`config.mk`:
```
export PLATFORM = sky130hd
export DESIGN_NAME = mem_cmd_master_flat
export DESIGN_NICKNAME = d
export VERILOG_FILES = /design/src/rtl/mem_cmd_pkg.sv /design/src/rtl/mem_cmd_master_if.sv /design/src/rtl/cmd_timeout_ctr.sv /design/src/rtl/mem_cmd_master.sv /design/src/flat_wrapper.sv
export SDC_FILE = /design/constraint.sdc
export NUM_CORES = 1
export LEC_CHECK = 0
export BUFFER_PORTS_ARGS = -buffer_cell sky130_fd_sc_hd__buf_2
export CAP_MARGIN = 25
export CORE_MARGIN = 2
export CORE_UTILIZATION = 51
export CTS_CLUSTER_SIZE = 20
export DETAILED_ROUTE_END_ITERATION = 8
export PLACE_DENSITY = 0.84
export RECOVER_POWER = 100
export SLEW_MARGIN = 20
export SYNTH_ARGS = -nofsm -noshare
export SYNTH_HDL_FRONTEND = slang
export SYNTH_HIERARCHICAL = 1
export SYNTH_SLANG_ARGS = --single-unit
export TNS_END_PERCENT = 20
```
`constraint.sdc`:
```
create_clock -name clk -period 1.95 [get_ports clk]
set_input_delay 0.4875 -clock clk [delete_from_list [all_inputs] [get_ports clk]]
set_output_delay 0.4875 -clock clk [all_outputs]
set_load 0.005 [all_outputs]
```
`src/rtl/mem_cmd_pkg.sv`:
```
// Shared types and byte constants for the byte-serial RAM command master.
package mem_cmd_pkg;

    typedef enum logic [2:0] {
        S_OP,
        S_ADDR,
        S_DATA,
        S_WR,
        S_RD,
        S_RESP
    } state_t;

    localparam logic [7:0] OP_WRITE = 8'h57;
    localparam logic [7:0] OP_READ  = 8'h52;
    localparam logic [7:0] RESP_OK  = 8'h4B;
    localparam logic [7:0] RESP_ERR = 8'h45;

    // Whole received byte is tested so high bits can never alias onto a legal address.
    function automatic logic addr_in_range(input logic [7:0] b, input int unsigned aw);
        return (b >> aw) == 8'd0;
    endfunction

endpackage

```
`src/rtl/mem_cmd_master_if.sv`:
```
// Byte stream in/out plus the RAM port driven by the command master.
interface mem_cmd_master_if #(
    parameter int ADDR_WIDTH = 4
);
    logic                  rx_valid;
    logic [7:0]            rx_data;
    logic                  rx_ready;
    logic                  tx_valid;
    logic [7:0]            tx_data;
    logic                  tx_ready;
    logic                  mem_wr;
    logic [ADDR_WIDTH-1:0] mem_addr;
    logic [7:0]            mem_wdata;
    logic [7:0]            mem_rdata;
    logic                  timeout_pulse;

    modport master (
        input  rx_valid, rx_data, tx_ready, mem_rdata,
        output rx_ready, tx_valid, tx_data, mem_wr, mem_addr, mem_wdata, timeout_pulse
    );

    modport slave (
        output rx_valid, rx_data, tx_ready, mem_rdata,
        input  rx_ready, tx_valid, tx_data, mem_wr, mem_addr, mem_wdata, timeout_pulse
    );
endinterface

```
`src/rtl/cmd_timeout_ctr.sv`:
```
// Saturating idle counter: clear wins over enable, expired while the count sits at TIMEOUT.
module cmd_timeout_ctr #(
    parameter int unsigned TIMEOUT = 255
) (
    input  logic clk,
    input  logic rst_l,
    input  logic clr,
    input  logic en,
    output logic expired
);
    localparam int CW = $clog2(TIMEOUT + 1);
    localparam logic [CW-1:0] LIMIT = CW'(TIMEOUT);

    logic [CW-1:0] cnt_q, cnt_d;

    always_comb begin
        cnt_d = cnt_q;
        if (clr) begin
            cnt_d = '0;
        end else if (en && (cnt_q != LIMIT)) begin
            cnt_d = cnt_q + CW'(1);
        end
    end

    always_ff @(posedge clk) begin
        if (!rst_l) begin
            cnt_q <= '0;
        end else begin
            cnt_q <= cnt_d;
        end
    end

    assign expired = (cnt_q == LIMIT);
endmodule

```
`src/rtl/mem_cmd_master.sv`:
```
// Parses 'W' addr data / 'R' addr byte commands, drives the RAM and returns one response byte.
module mem_cmd_master
    import mem_cmd_pkg::*;
#(
    parameter int          ADDR_WIDTH = 4,
    parameter int unsigned TIMEOUT    = 255
) (
    input logic              clk,
    input logic              rst_l,
    mem_cmd_master_if.master bus
);
    state_t                state_q, state_d;
    logic                  wr_flag_q, wr_flag_d;
    logic [ADDR_WIDTH-1:0] addr_q, addr_d;
    logic [7:0]            wdata_q, wdata_d;
    logic [7:0]            tx_data_q, tx_data_d;
    logic                  rx_ready_c, rx_fire, tx_valid_c, tx_fire;
    logic                  in_wait, expired, timeout_c;

    assign rx_ready_c = (state_q == S_OP) || (state_q == S_ADDR) || (state_q == S_DATA);
    assign in_wait    = (state_q == S_ADDR) || (state_q == S_DATA);
    assign rx_fire    = bus.rx_valid && rx_ready_c;
    // Gated by rst_l so nothing leaves the block once reset is asserted.
    assign tx_valid_c = (state_q == S_RESP) && rst_l;
    assign tx_fire    = tx_valid_c && bus.tx_ready;

    cmd_timeout_ctr #(.TIMEOUT(TIMEOUT)) u_timeout (
        .clk    (clk),
        .rst_l  (rst_l),
        .clr    (rx_fire || !in_wait),
        .en     (in_wait),
        .expired(expired)
    );

    always_comb begin
        state_d   = state_q;
        wr_flag_d = wr_flag_q;
        addr_d    = addr_q;
        wdata_d   = wdata_q;
        tx_data_d = tx_data_q;
        timeout_c = 1'b0;
        case (state_q)
            S_OP: begin
                if (rx_fire) begin
                    if (bus.rx_data == OP_WRITE) begin
                        wr_flag_d = 1'b1;
                        state_d   = S_ADDR;
                    end else if (bus.rx_data == OP_READ) begin
                        wr_flag_d = 1'b0;
                        state_d   = S_ADDR;
                    end else begin
                        tx_data_d = RESP_ERR;
                        state_d   = S_RESP;
                    end
                end
            end
            S_ADDR: begin
                if (rx_fire) begin
                    if (!addr_in_range(bus.rx_data, ADDR_WIDTH)) begin
                        tx_data_d = RESP_ERR;
                        state_d   = S_RESP;
                    end else begin
                        addr_d  = bus.rx_data[ADDR_WIDTH-1:0];
                        state_d = wr_flag_q ? S_DATA : S_RD;
                    end
                end else if (expired) begin
                    timeout_c = 1'b1;
                    state_d   = S_OP;
                end
            end
            S_DATA: begin
                if (rx_fire) begin
                    wdata_d = bus.rx_data;
                    state_d = S_WR;
                end else if (expired) begin
                    timeout_c = 1'b1;
                    state_d   = S_OP;
                end
            end
            S_WR: begin
                tx_data_d = RESP_OK;
                state_d   = S_RESP;
            end
            S_RD: begin
                tx_data_d = bus.mem_rdata;
                state_d   = S_RESP;
            end
            S_RESP: begin
                if (tx_fire) state_d = S_OP;
            end
            default: state_d = S_OP;
        endcase
    end

    always_ff @(posedge clk) begin
        if (!rst_l) begin
            state_q   <= S_OP;
            wr_flag_q <= 1'b0;
            addr_q    <= '0;
            wdata_q   <= '0;
            tx_data_q <= '0;
        end else begin
            state_q   <= state_d;
            wr_flag_q <= wr_flag_d;
            addr_q    <= addr_d;
            wdata_q   <= wdata_d;
            tx_data_q <= tx_data_d;
        end
    end

    assign bus.rx_ready      = rx_ready_c;
    assign bus.tx_valid      = tx_valid_c;
    assign bus.tx_data       = tx_data_q;
    assign bus.mem_wr        = (state_q == S_WR) && rst_l;
    assign bus.mem_addr      = addr_q;
    assign bus.mem_wdata     = wdata_q;
    assign bus.timeout_pulse = timeout_c;
endmodule
```
`src/flat_wrapper.sv`:
```
// flat-port wrapper written by rule: the top's interface ports become plain ports
module mem_cmd_master_flat import mem_cmd_pkg::*;
#(
    parameter int          ADDR_WIDTH = 4,
    parameter int unsigned TIMEOUT    = 255
)
  (clk, rst_l, bus_rx_valid, bus_rx_data, bus_tx_ready, bus_mem_rdata, bus_rx_ready, bus_tx_valid, bus_tx_data, bus_mem_wr, bus_mem_addr, bus_mem_wdata, bus_timeout_pulse);
  mem_cmd_master_if #(.ADDR_WIDTH(ADDR_WIDTH)) bus_i ();
  input logic clk;
  input logic rst_l;
  input wire logic [$bits(bus_i.rx_valid)-1:0] bus_rx_valid;
  input wire logic [$bits(bus_i.rx_data)-1:0] bus_rx_data;
  input wire logic [$bits(bus_i.tx_ready)-1:0] bus_tx_ready;
  input wire logic [$bits(bus_i.mem_rdata)-1:0] bus_mem_rdata;
  output wire logic [$bits(bus_i.rx_ready)-1:0] bus_rx_ready;
  output wire logic [$bits(bus_i.tx_valid)-1:0] bus_tx_valid;
  output wire logic [$bits(bus_i.tx_data)-1:0] bus_tx_data;
  output wire logic [$bits(bus_i.mem_wr)-1:0] bus_mem_wr;
  output wire logic [$bits(bus_i.mem_addr)-1:0] bus_mem_addr;
  output wire logic [$bits(bus_i.mem_wdata)-1:0] bus_mem_wdata;
  output wire logic [$bits(bus_i.timeout_pulse)-1:0] bus_timeout_pulse;
  assign bus_i.rx_valid = bus_rx_valid;
  assign bus_i.rx_data = bus_rx_data;
  assign bus_i.tx_ready = bus_tx_ready;
  assign bus_i.mem_rdata = bus_mem_rdata;
  assign bus_rx_ready = bus_i.rx_ready;
  assign bus_tx_valid = bus_i.tx_valid;
  assign bus_tx_data = bus_i.tx_data;
  assign bus_mem_wr = bus_i.mem_wr;
  assign bus_mem_addr = bus_i.mem_addr;
  assign bus_mem_wdata = bus_i.mem_wdata;
  assign bus_timeout_pulse = bus_i.timeout_pulse;
  mem_cmd_master #(.ADDR_WIDTH(ADDR_WIDTH), .TIMEOUT(TIMEOUT)) u_core (.clk(clk), .rst_l(rst_l), .bus(bus_i));
endmodule
```
## After elaboration in Yosys (flattened, before gate mapping)

Cells that the tools add are included.

| word-level totals | value |
|---|---|
| memory bits (writable) | 0 |
| memories | 0 |
| input bits | 20 |
| latch bits | 0 |
| register bits | 32 |
| word-level logic and storage cells | 66 |
| ROM bits | 0 |
| output and inout port bits | 24 |

| cells by class | value |
|---|---|
| bitwise gates (word level) | 1 |
| multiply operators | 0 |
| div/mod/pow operators | 0 |
| eq/ne operators | 15 |
| magnitude comparators | 0 |
| shifts and indexed selects | 0 |
| reduce and logical (&&, ||, !) cells | 22 |
| muxes and demuxes | 21 |
| add/sub/neg operators | 1 |

Operator list:

| kind | count |
|---|---|
| $mux 8 | 5 |
| $pmux 8 s4 | 1 |
| $mux 3 | 9 |
| $eq 8x7->1 const B | 2 |
| $pmux 3 s5 | 1 |
| $add 8x1->8 const B | 1 |
| $eq 8x8->1 const B | 1 |
| $logic_not 8->1 | 1 |
| $ne 8x8->1 const B | 1 |
| $eq 3x2->1 const B | 2 |
| $eq 3x3->1 const B | 2 |
| $ne 2x1->1 const B | 3 |
| $ne 2x2->1 const B | 3 |
| $reduce_and 3->1 | 2 |
| $reduce_and 6->1 | 1 |
| $reduce_or 2->1 | 3 |
| $logic_and 1x1->1 | 5 |
| $mux 1 | 5 |
| $logic_or 1x1->1 | 4 |
| $reduce_and 2->1 | 2 |
| $reduce_bool 4->1 | 1 |
| $eq 3x1->1 const B | 1 |
| $logic_not 3->1 | 1 |
| $reduce_bool 2->1 | 1 |
| 2 further kinds | 2 |

## Longest topological paths before layout

Gate-level depths: netlist (run 1).

| depth | value |
|---|---|
| word-level depth | 6 |
| depth in mapped cells | 6 |
| mapped depth without buffers | 6 |

## Hierarchy

Netlist (run 1), hierarchy kept.

Modules (own cells, without submodules):

| module | area each (um^2) | instances | cells each | seq. area each (um^2) |
|---|---|---|---|---|
| mem_cmd_master | 1151.1 | 1 | 125 | 480.5 |
| cmd_timeout_ctr | 422.9 | 1 | 50 | 160.2 |

## Worst setup path after synthesis (run 1)

Ideal clock, no wire load.

| timing path | value |
|---|---|
| path kind | reg-to-reg |
| start | register u_core.state_q[1] |
| end | register u_core.u_timeout.cnt_q[6] |
| period minus slack after synthesis | 1775 ps |
| data arrival time | 1659 ps |
| setup slack | 175 ps |
| library setup time | 115 ps |
| cell stages (with the launch flop) | 6 |
| data required time | 1835 ps |
| cell sequence | dfxtp_1 -> nand2b_2 -> a21oi_1 -> nand3_1 -> or4_1 -> and3_1 |

| on the way | value |
|---|---|
| elaborated cells between the ends (all ways) | 11 |
| those cells by class | eq/ne: 2; reduce/logical: 9 |

RTL lines:

| item | line | text |
|---|---|---|
| start, declared | mem_cmd_master.sv:12 | `state_t state_q, state_d;` |
| start signal, assigned | mem_cmd_master.sv:103 | `state_q <= state_d;` |
| $eq 3x1->1 / $eq 3x2->1 (equally long branches) | mem_cmd_master.sv:21 | `assign in_wait = (state_q == S_ADDR) \|\| (state_q == S_DATA);` |
| $logic_or 1x1->1 (*) | mem_cmd_master.sv:21 |  |
| via u_core.in_wait | mem_cmd_master.sv:18 | `logic in_wait, expired, timeout_c;` |
| $logic_not 1->1 | mem_cmd_master.sv:30 | `.clr (rx_fire \|\| !in_wait),` |
| $logic_or 1x1->1 | mem_cmd_master.sv:30 |  |
| $reduce_or 2->1 (no source line) | n/a |  |
| end signal, assigned | cmd_timeout_ctr.sv:29 | `cnt_q <= cnt_d;` |
| end, declared | cmd_timeout_ctr.sv:14 | `logic [CW-1:0] cnt_q, cnt_d;` |

Mark *: on every way through the listed nets, which the timed path passes. The rest lies on a longest branch.
A chain may end at the register's enable or synchronous reset.

## Final worst setup path (run 1)

| timing path | value |
|---|---|
| start | register u_core.u_timeout.cnt_q[0] |
| end | output port bus_timeout_pulse |

| on the way | value |
|---|---|
| word-level cells in the longest chain between the ends | 4 |

Ends and longest elaborated chain:

| item | line | text |
|---|---|---|
| $eq 8x8->1 | cmd_timeout_ctr.sv:33 | `assign expired = (cnt_q == LIMIT);` |
| via u_core.expired | mem_cmd_master.sv:18 |  |
| $mux 1 | mem_cmd_master.sv:66, mem_cmd_master.sv:75 |  |
| $mux 1 | mem_cmd_master.sv:72 | `if (rx_fire) begin` |
| $mux 1 | n/a |  |
| end, declared | flat_wrapper.sv:21 | `output wire logic [$bits(bus_i.timeout_pulse)-1:0] bus_timeout_pulse;` |

The timed path passes the listed nets, and every way through them passes these cells.

==> results of run 1 <==
==> path summary, 6_finish.rpt <==
path,start,endpoint,slack [ns],depth (start not counted)
setup reg to reg,u_core/state_q[1],u_core/u_timeout/cnt_q[5],0.20,7
hold / removal,bus_mem_rdata[5],u_core/bus.tx_data[5],0.40,3
hold reg to reg,u_core/bus.tx_data[3],u_core/bus.tx_data[3],0.46,2
setup / recovery,u_core/u_timeout/cnt_q[0],bus_timeout_pulse,0.02,5
==> metrics by stage <==
stage                     TNS (ns)  hold slack [ns]
after global routing      -0.02440           0.3894
after global placement           0           0.4412
final                            0           0.3966
after floorplan                  0           0.4517
after CTS                        0           0.3887
after detailed placement         0           0.4486
==> synthesized netlist by cell type, drive strengths merged, types with 2 or more instances <==
cell type / n / area (µm²)
a21oi: 15 / 86.34
a31oi: 4 / 25.02
and2: 2 / 12.51
and3: 3 / 18.77
and4: 2 / 17.52
buf: 3 / 21.27
clkbuf: 2 / 17.51
dfxtp: 32 / 640.6
inv: 4 / 15.01
mux2i: 12 / 120.1
nand2: 26 / 97.59
nand2b: 4 / 27.53
nand3: 6 / 35.03
nand4: 2 / 12.51
nor2: 16 / 75.07
nor3: 4 / 20.02
nor4: 4 / 61.31
o211ai: 2 / 15.01
o21ai: 6 / 30.03
o221a: 3 / 33.78
o22ai: 5 / 31.28
or2: 2 / 12.51
==> final cells by class <==
type	count	area, µm²	share of cell area [%]
Multi-Input combinational cell	133	889.6	44.94
Clock buffer	8	58.81	2.971
Timing Repair Buffer	59	325.3	16.43
Tap cell	33	41.29	2.086
Sequential cell	32	645.6	32.62
Inverter	5	18.77	0.9482
==> worst reg2reg max path, stage by stage (launching register included) <==
cell and delay (ns):
dfxtp_2 0.35, nand2b_2 0.18, a21oi_1 0.14, buf_4 0.14
buf_4 0.13, nand4_1 0.18, a2111oi_0 0.43, nor3_1 0.10
==> registers in the layout, summed over array words and instances (netlist names) <==
signal	flops
u_core/bus.mem_addr	4
u_core/bus.tx_data	8
u_core/bus.mem_wdata	8
u_core/wr_flag_q	1
u_core/u_timeout/cnt_q	8
u_core/state_q	3
==> kinds of logic (layout without fill, tap and decap cells) <==
family,after synthesis,count (layout)
buffers and inverters,10,72
muxes,12,12
xor gates and xnor gates,1,1
AOI/OAI and AO/OA,43,43
adders and majority gates,1,1
DFF,32,32
and+or+nand+nor,76,76
==> metal layers <==
layer / global-route usage (%) / up-vias / routed length (µm)
met5: 0 / - / 0
met4: 11.43 / 0 / 104
met3: 5.677 / 8 / 263
met2: 33.75 / 66 / 1597
met1: 27.61 / 701 / 1651
li1: - / 764 / -
==> power by group <==
group / internal [W] / switching (W) / total, W / leakage (nW)
Clock: 0.000178 / 0.000219 / 0.000396 / 0.0326
Sequential: 0.000686 / 0.0000220 / 0.000708 / 0.262
Combinational: 0.000130 / 0.000168 / 0.000298 / 0.479
Total: 0.000994 / 0.000409 / 0.00140 / 0.773
==> what timing repair did <==
action                                  4_1_cts  5_1_grt
cloned                                        0        0
endpoints found under the setup margin        1        1
buffers inserted                              4        3
resized for setup                             9        2
pin swaps                                     1        1
==> flow_summary.ini, run 1 <==
[placed_design]
place_ws_ns = 0.1139
io_buffers = 43
dp.cells = 255
dp_hpwl_um = 2595
place.gp.congestion = 0.9414
place_area_um2 = 1859

[sta]
rsz0062_at_grt = yes
timing.final.max_slew_violations = 0
finalSetupViolations = 0
worst_pin_slew_ns = 0.5001
fin_skew_ns = 0.01293
period_share_pct = 99.11
layout_setup_ws_ns = 0.01732
fmax_ghz = 0.5174
period_needed_ns = 1.933
relSlewSlack_pct = 66.59
hold_viol = 0

[layout]
layout_commonest_cell = buf_2
instances_no_fill = 270
num-nets-final = 257
drive_gt1_share_pct = 31.22
final_core_util_pct = 65.92
area_delta_synth_final_pct = 25.76
design_area_um2 = 1979
antennaDiodeCount = 0
final_cell_mix = 35 x buf_2, 28 x dfxtp_1, 26 x nand2_1
n_fill_cell = 267

[logic_synthesis]
synth_compound_area_share_pct = 18.84
synth_nets = 196
yosys.area_share.xor_xnor_pct = 0.5564
ys.warnings.count = 6
synthArstFlopShare_pct = 0
synth_simple_gate_area_share_pct = 27.82
synthFlopType = dfxtp_1
synth.distinct_cells = 46
synthMuxAreaShare_pct = 7.631
ys_seq_elements = 32
synth_top_family_by_area = simple AND/OR/NAND/NOR gates
synthAdderAreaFrac_pct = 0.7949
synthCells = 175
syn_area_um2 = 1574
ys_seq_area_share_pct = 40.70
synth-edff-count = 0
post_synth.cell_area_avg_um2 = 8.994

[setup_path]
worst_path_max_delay_cell = dfxtp_2
critPathTopFamily = simple AND/OR/NAND/NOR gates
critPathBufInv = 1
worstPathRequired_ns = 1.46
crit_chain = ha_4, and3_4, and2_4, and3_4, buf_6
critPathLaunchType = flip-flop
critPathMaxFanout = 2
crit_arrival_ns = 1.45
crit_type = flip-flop to output port
cp_slowest_stage_delay_ns = 0.37
crit_path_frequent_cell = and3_4
end_kind = output port

[cts]
postCtsHoldBufs = 0
clk_pin_slew_ns = 0.10
cts_buffer_depth = 2
clk-insertion-delay-late_ns = 0.34
cts_buffers = 5
cts_tree = built
h-tree-depth = 2
cts-root-buf = clkbuf_4
cts_sinks = 32

[floorplan]
chipWidth_um = 59.56
die_h_um = 59.56
row_count = 20
coreArea_um2 = 3003
start_util_pct = 52.42
dieArea_um2 = 3547
ioPinCount = 44

[routing]
first_pass_iters = 4
avgRoutedWirePerCell_um = 13.39
routed_wl_um = 3616
via_per_inst = 5.700
post-route-drc-count = 0
drtIter0Drc = 99
vias = 1539
postRouteAntennaNets = 0

[power]
power_density_nw_per_um2 = 708.4
p_total_w = 0.001402
ir_drop_mv = 0.3814
power_leakage_nw = 0.7734

[global_routing]
first_global_vias = 1329
grt.total_usage_pct = 21.77
grt_pass1_wl_um = 5809
grt.overflow.total = 0
antenna_found_initial = 0
grt_max_degree = 18

[hold_path]
hp-class = primary input to flip-flop

[run_status]
outcome = complete, no violations

[run]
cap_violations = 0
(Power assumes the default switching activity.)
==> inputs of run 2 (changes only) <==
REMOVE_ABC_BUFFERS = 1   (was not set)
==> run 2 against run 1 <==
- power rose by 0.33%
- clock power fell by 1%
- combinational power rose by 2%
==> flow_summary.ini, run 2 (synthesis gave the netlist of run 1 again) <==
[run_status]
outcome = complete, no violations

[routing]
post-route-drc-count = 0
routed_wl_um = 3923
via_per_inst = 5.722
postRouteAntennaNets = 0
drtIter0Drc = 79
vias = 1545
first_pass_iters = 4
avgRoutedWirePerCell_um = 14.53

[setup_path]
critPathBufInv = 1
r2r_cells = 7
cp_slowest_stage_delay_ns = 0.36
worstPathRequired_ns = 1.46
end_kind = output port
cp_num_cells = 5
critPathTopFamily = simple AND/OR/NAND/NOR gates
crit_path_frequent_cell = and3_4
crit_type = flip-flop to output port
critPathMaxFanout = 4
crit_arrival_ns = 1.43
worst_path_max_delay_cell = dfxtp_4
critPathLaunchType = flip-flop
crit_chain = ha_4, and3_4, and2_4, and3_4, buf_6

[placed_design]
dp.cells = 253
dp_hpwl_um = 2663
place.gp.congestion = 0.9038
place_area_um2 = 1844
io_buffers = 43

[layout]
multiInputGateArea_um2 = 872.1
instances_no_fill = 270
layout_commonest_cell = buf_2
antennaDiodeCount = 0
n_fill_cell = 244
final_cell_mix = 34 x buf_2, 26 x nand2_1, 26 x dfxtp_1
design_area_um2 = 1974
final_core_util_pct = 65.75
num-nets-final = 257
area_delta_synth_final_pct = 25.44
drive_gt1_share_pct = 31.65
ff_latch_area_um2 = 655.6

[sta]
fin_skew_ns = 0.005300
period_needed_ns = 1.918
period_share_pct = 98.36
relSlewSlack_pct = 62.08
fmax_ghz = 0.5214
worst_pin_slew_ns = 0.5682
finalSetupViolations = 0
timing.final.max_slew_violations = 0
hold_viol = 0
rsz0062_at_grt = yes

[cts]
cts_buffers = 5
cts_buffer_depth = 2
h-tree-depth = 2
clk-insertion-delay-late_ns = 0.34
postCtsHoldBufs = 0
cts-root-buf = clkbuf_4
clk_pin_slew_ns = 0.09
cts_sinks = 32
cts_tree = built

[floorplan]
chipWidth_um = 59.56
coreArea_um2 = 3003
start_util_pct = 52.42
die_h_um = 59.56
row_count = 20
ioPinCount = 44
dieArea_um2 = 3547

[global_routing]
grt.overflow.total = 0
grt_max_degree = 18
grt_pass1_wl_um = 5975
first_global_vias = 1296
antenna_found_initial = 0
grt.total_usage_pct = 22.79

[hold_path]
min_path_cells = 3
hp-class = primary input to flip-flop

[power]
power_density_nw_per_um2 = 712.5
ir_drop_mv = 0.4877
power_leakage_nw = 0.7766
p_total_w = 0.001407

[run]
cap_violations = 0
run 2: path summary, 6_finish.rpt:
| check | from | endpoint | slack [ns] |
|---|---|---|---|
| setup / recovery | u_core/u_timeout/cnt_q[0] | bus_timeout_pulse | 0.03 |
| hold / removal | bus_mem_rdata[4] | u_core/bus.tx_data[4] | 0.40 |
| setup reg to reg | u_core/state_q[0] | u_core/u_timeout/cnt_q[5] | 0.13 |
| hold reg to reg | u_core/bus.mem_addr[3] | u_core/bus.mem_addr[3] | 0.46 |
run 2: tightest hold or removal path, delay by kind of cell:
kind            cells  cell delay [ns]
compound gates      1             0.06
buf+inv             1             0.10
simple gates        1             0.04
run 2: layer usage:
| metal | vias to the layer above | share of wire (%) | track usage [%] |
|---|---|---|---|
| li1 | 766 | - | - |
| met3 | 9 | 7.1 | 6.769 |
| met4 | 0 | 2.0 | 11.43 |
| met5 | - | 0 | 0 |
| met2 | 60 | 45 | 33.91 |
| met1 | 710 | 46 | 29.88 |
run 2: power by group:
part	leakage, nW	internal [W]	total (W)	switching [W]
sequential	0.263	0.000685	0.000712	0.0000267
combinational	0.481	0.000133	0.000303	0.000170
clock	0.0326	0.000178	0.000392	0.000214
total	0.777	0.000996	0.00141	0.000411
run 2: through the flow:
stage               hold slack, ns  setup TNS (ns)  worst slack [ns]
floorplan                   0.4517               0            0.1753
global placement            0.4459               0            0.1351
detailed placement          0.4507               0            0.1348
CTS                         0.3893               0         0.0001156
global route                0.3984        -0.01702          -0.01702
finish                      0.4010               0           0.03203
run 2: timing repair:
action,4_1_cts,5_1_grt
pin swaps,0,2
setup endpoints to repair,1,1
gates resized for setup,12,7
setup buffers,4,5
run 2: cell type report:
cell class                 count  share of cell area, %
sequential                    32                  33.21
tap                           33                  2.091
clock buffer                   8                  2.978
timing repair buffer          59                  16.60
multi-input combinational    133                  44.17
inverter                       5                 0.9506
==> inputs of run 3 (changes only) <==
==> constraint.sdc (replaced) <==
create_clock -name clk -period 1.95 [get_ports clk]
set_input_delay 0 -clock clk [delete_from_list [all_inputs] [get_ports clk]]
set_output_delay 0 -clock clk [all_outputs]
set_load 0.005 [all_outputs]
==> run 3 against run 2 <==
- utilization is 1.7 points higher
- critical path type unchanged
- sequential power is 2% higher
- clock power is 2% lower
- cell count is 2.2% higher
==> flow_summary.ini, run 3 (synthesis gave the netlist of run 1 again) <==
[cts]
clk-insertion-delay-late_ns = 0.35
clk_pin_slew_ns = 0.10
cts_buffers = 5
h-tree-depth = 2
cts_setup_buffers = 0
cts_sinks = 32
cts-root-buf = clkbuf_4
cts_buffer_depth = 2
cts_tree = built

[sta]
period_share_pct = 91.25
period_needed_ns = 1.779
worst_pin_slew_ns = 0.5712
finalSetupViolations = 0
setup_tns_ns = 0
fin_skew_ns = 0.01239
rsz0062_at_grt = no
hold_viol = 0
fmax_ghz = 0.5620
relSlewSlack_pct = 61.88
timing.final.max_slew_violations = 0

[layout]
ff_latch_area_um2 = 641.9
final_cell_mix = 35 x buf_2, 31 x dfxtp_1, 26 x nand2_1
drive_gt1_share_pct = 23.46
antennaDiodeCount = 0
area_delta_synth_final_pct = 28.70
n_fill_cell = 239
design_area_um2 = 2026
num-nets-final = 263
layout_commonest_cell = buf_2
instances_no_fill = 276
multiInputGateArea_um2 = 853.3

[placed_design]
dp_hpwl_um = 2561
place_area_um2 = 1822
dp.cells = 250
io_buffers = 43
place.gp.congestion = 0.9556

[power]
power_leakage_nw = 0.7821
power_density_nw_per_um2 = 690.4
ir_drop_mv = 0.4942

[global_routing]
grt.met1_usage_pct = 26.73
gr-usage-met3_pct = 6.769
grt.overflow.total = 0
grt_max_degree = 19
first_global_vias = 1388
grt_pass1_wl_um = 6065
antenna_found_initial = 0
grt.busiest_layer = met2
grt.total_usage_pct = 22.76
grt_use_met2_pct = 40.35

[routing]
avgRoutedWirePerCell_um = 13.86
drtIter0Drc = 45
vias = 1552
via_per_inst = 5.623
first_pass_iters = 4
post-route-drc-count = 0
postRouteAntennaNets = 0
routed_wl_um = 3824

[setup_path]
crit_type = flip-flop to output port
critPathMaxFanout = 5
startpoint = u_core/u_timeout/cnt_q[0]
critPathLaunchType = flip-flop
crit_arrival_ns = 1.78
end_kind = output port
reg2reg_from = u_core/state_q[0]
worstPathRequired_ns = 1.95

[hold_path]
hp-start = rst_l
hp-class = primary input to flip-flop

[floorplan]
die_h_um = 59.56
row_count = 20
start_util_pct = 52.42
dieArea_um2 = 3547
chipWidth_um = 59.56
ioPinCount = 44
coreArea_um2 = 3003

[run_status]
outcome = complete, no violations

[run]
cap_violations = 0
==> run 3: cell types whose count changed in the layout (fill, tap and decap cells not counted), moves of 2 or more <==
cell,change
clkinvlp_4,+2
buf_4,-13
and3_1,+2
clkbuf_1,-2
dlygate4sd3_1,+18
dfxtp_1,+5
and3_4,-2
nand2b_4,-2
dfxtp_2,-2
dfxtp_4,-3
==> run 3: worst paths after layout <==
path,slack (ns),depth (start not counted),end
worst max-delay path,0.17,5,bus_timeout_pulse
worst min-delay path,0.03,2,u_core/bus.tx_data[6]
worst max register to register,0.18,6,u_core/bus.tx_data[0]
worst min register to register,0.46,2,u_core/bus.mem_addr[3]
==> run 3: worst max-delay path: stages, from the launching register on <==
cell and delay [ns]:
dfxtp_1 0.41, ha_1 0.26, and3_1 0.27, and2_0 0.21, and3_1 0.18, clkbuf_2 0.11
==> run 3: per-layer routing <==
layer,share of wire (%),vias to the layer above
li1,-,776
met1,44,718
met2,49,55
met3,5.9,3
met4,0.89,0
met5,0,-
==> run 3: power breakdown <==
| group | switching [W] | internal, W | total (W) |
|---|---|---|---|
| logic | 0.000156 | 0.000132 | 0.000288 |
| registers | 0.0000392 | 0.000686 | 0.000725 |
| clock network | 0.000244 | 0.000142 | 0.000385 |
==> run 3: cell type report <==
cell class              count  area share (%)
inverters                   5          0.9265
clock buffers               5           1.853
well taps                  33           2.038
multi-input cells         133           42.12
repair buffers             65           20.20
clock inverters             3           1.174
flip-flops and latches     32           31.69
==> run 3: repair_timing <==
action | CTS | global route
hold buffers | 18 | 0
resized for setup | 0 | 2
endpoints found under the setup margin | 0 | 4
hold endpoints to repair | 23 | 0
==> run 3: per-stage QoR <==
stage	hold WS [ns]	total power (W)	setup slack, ns	util [%]
6_report	0.03309	0.001399	0.1706	67.46
5_1_grt	0.03349	0.001471	0.03563	67.46
4_1_cts	0.02220	0.001435	0.1584	68.71
3_5_place_dp	0.2689	0.001020	0.1907	60.67
3_3_place_gp	0.2648	0.001012	0.2475	60.67
2_1_floorplan	0.09663	0.0008997	0.1753	-
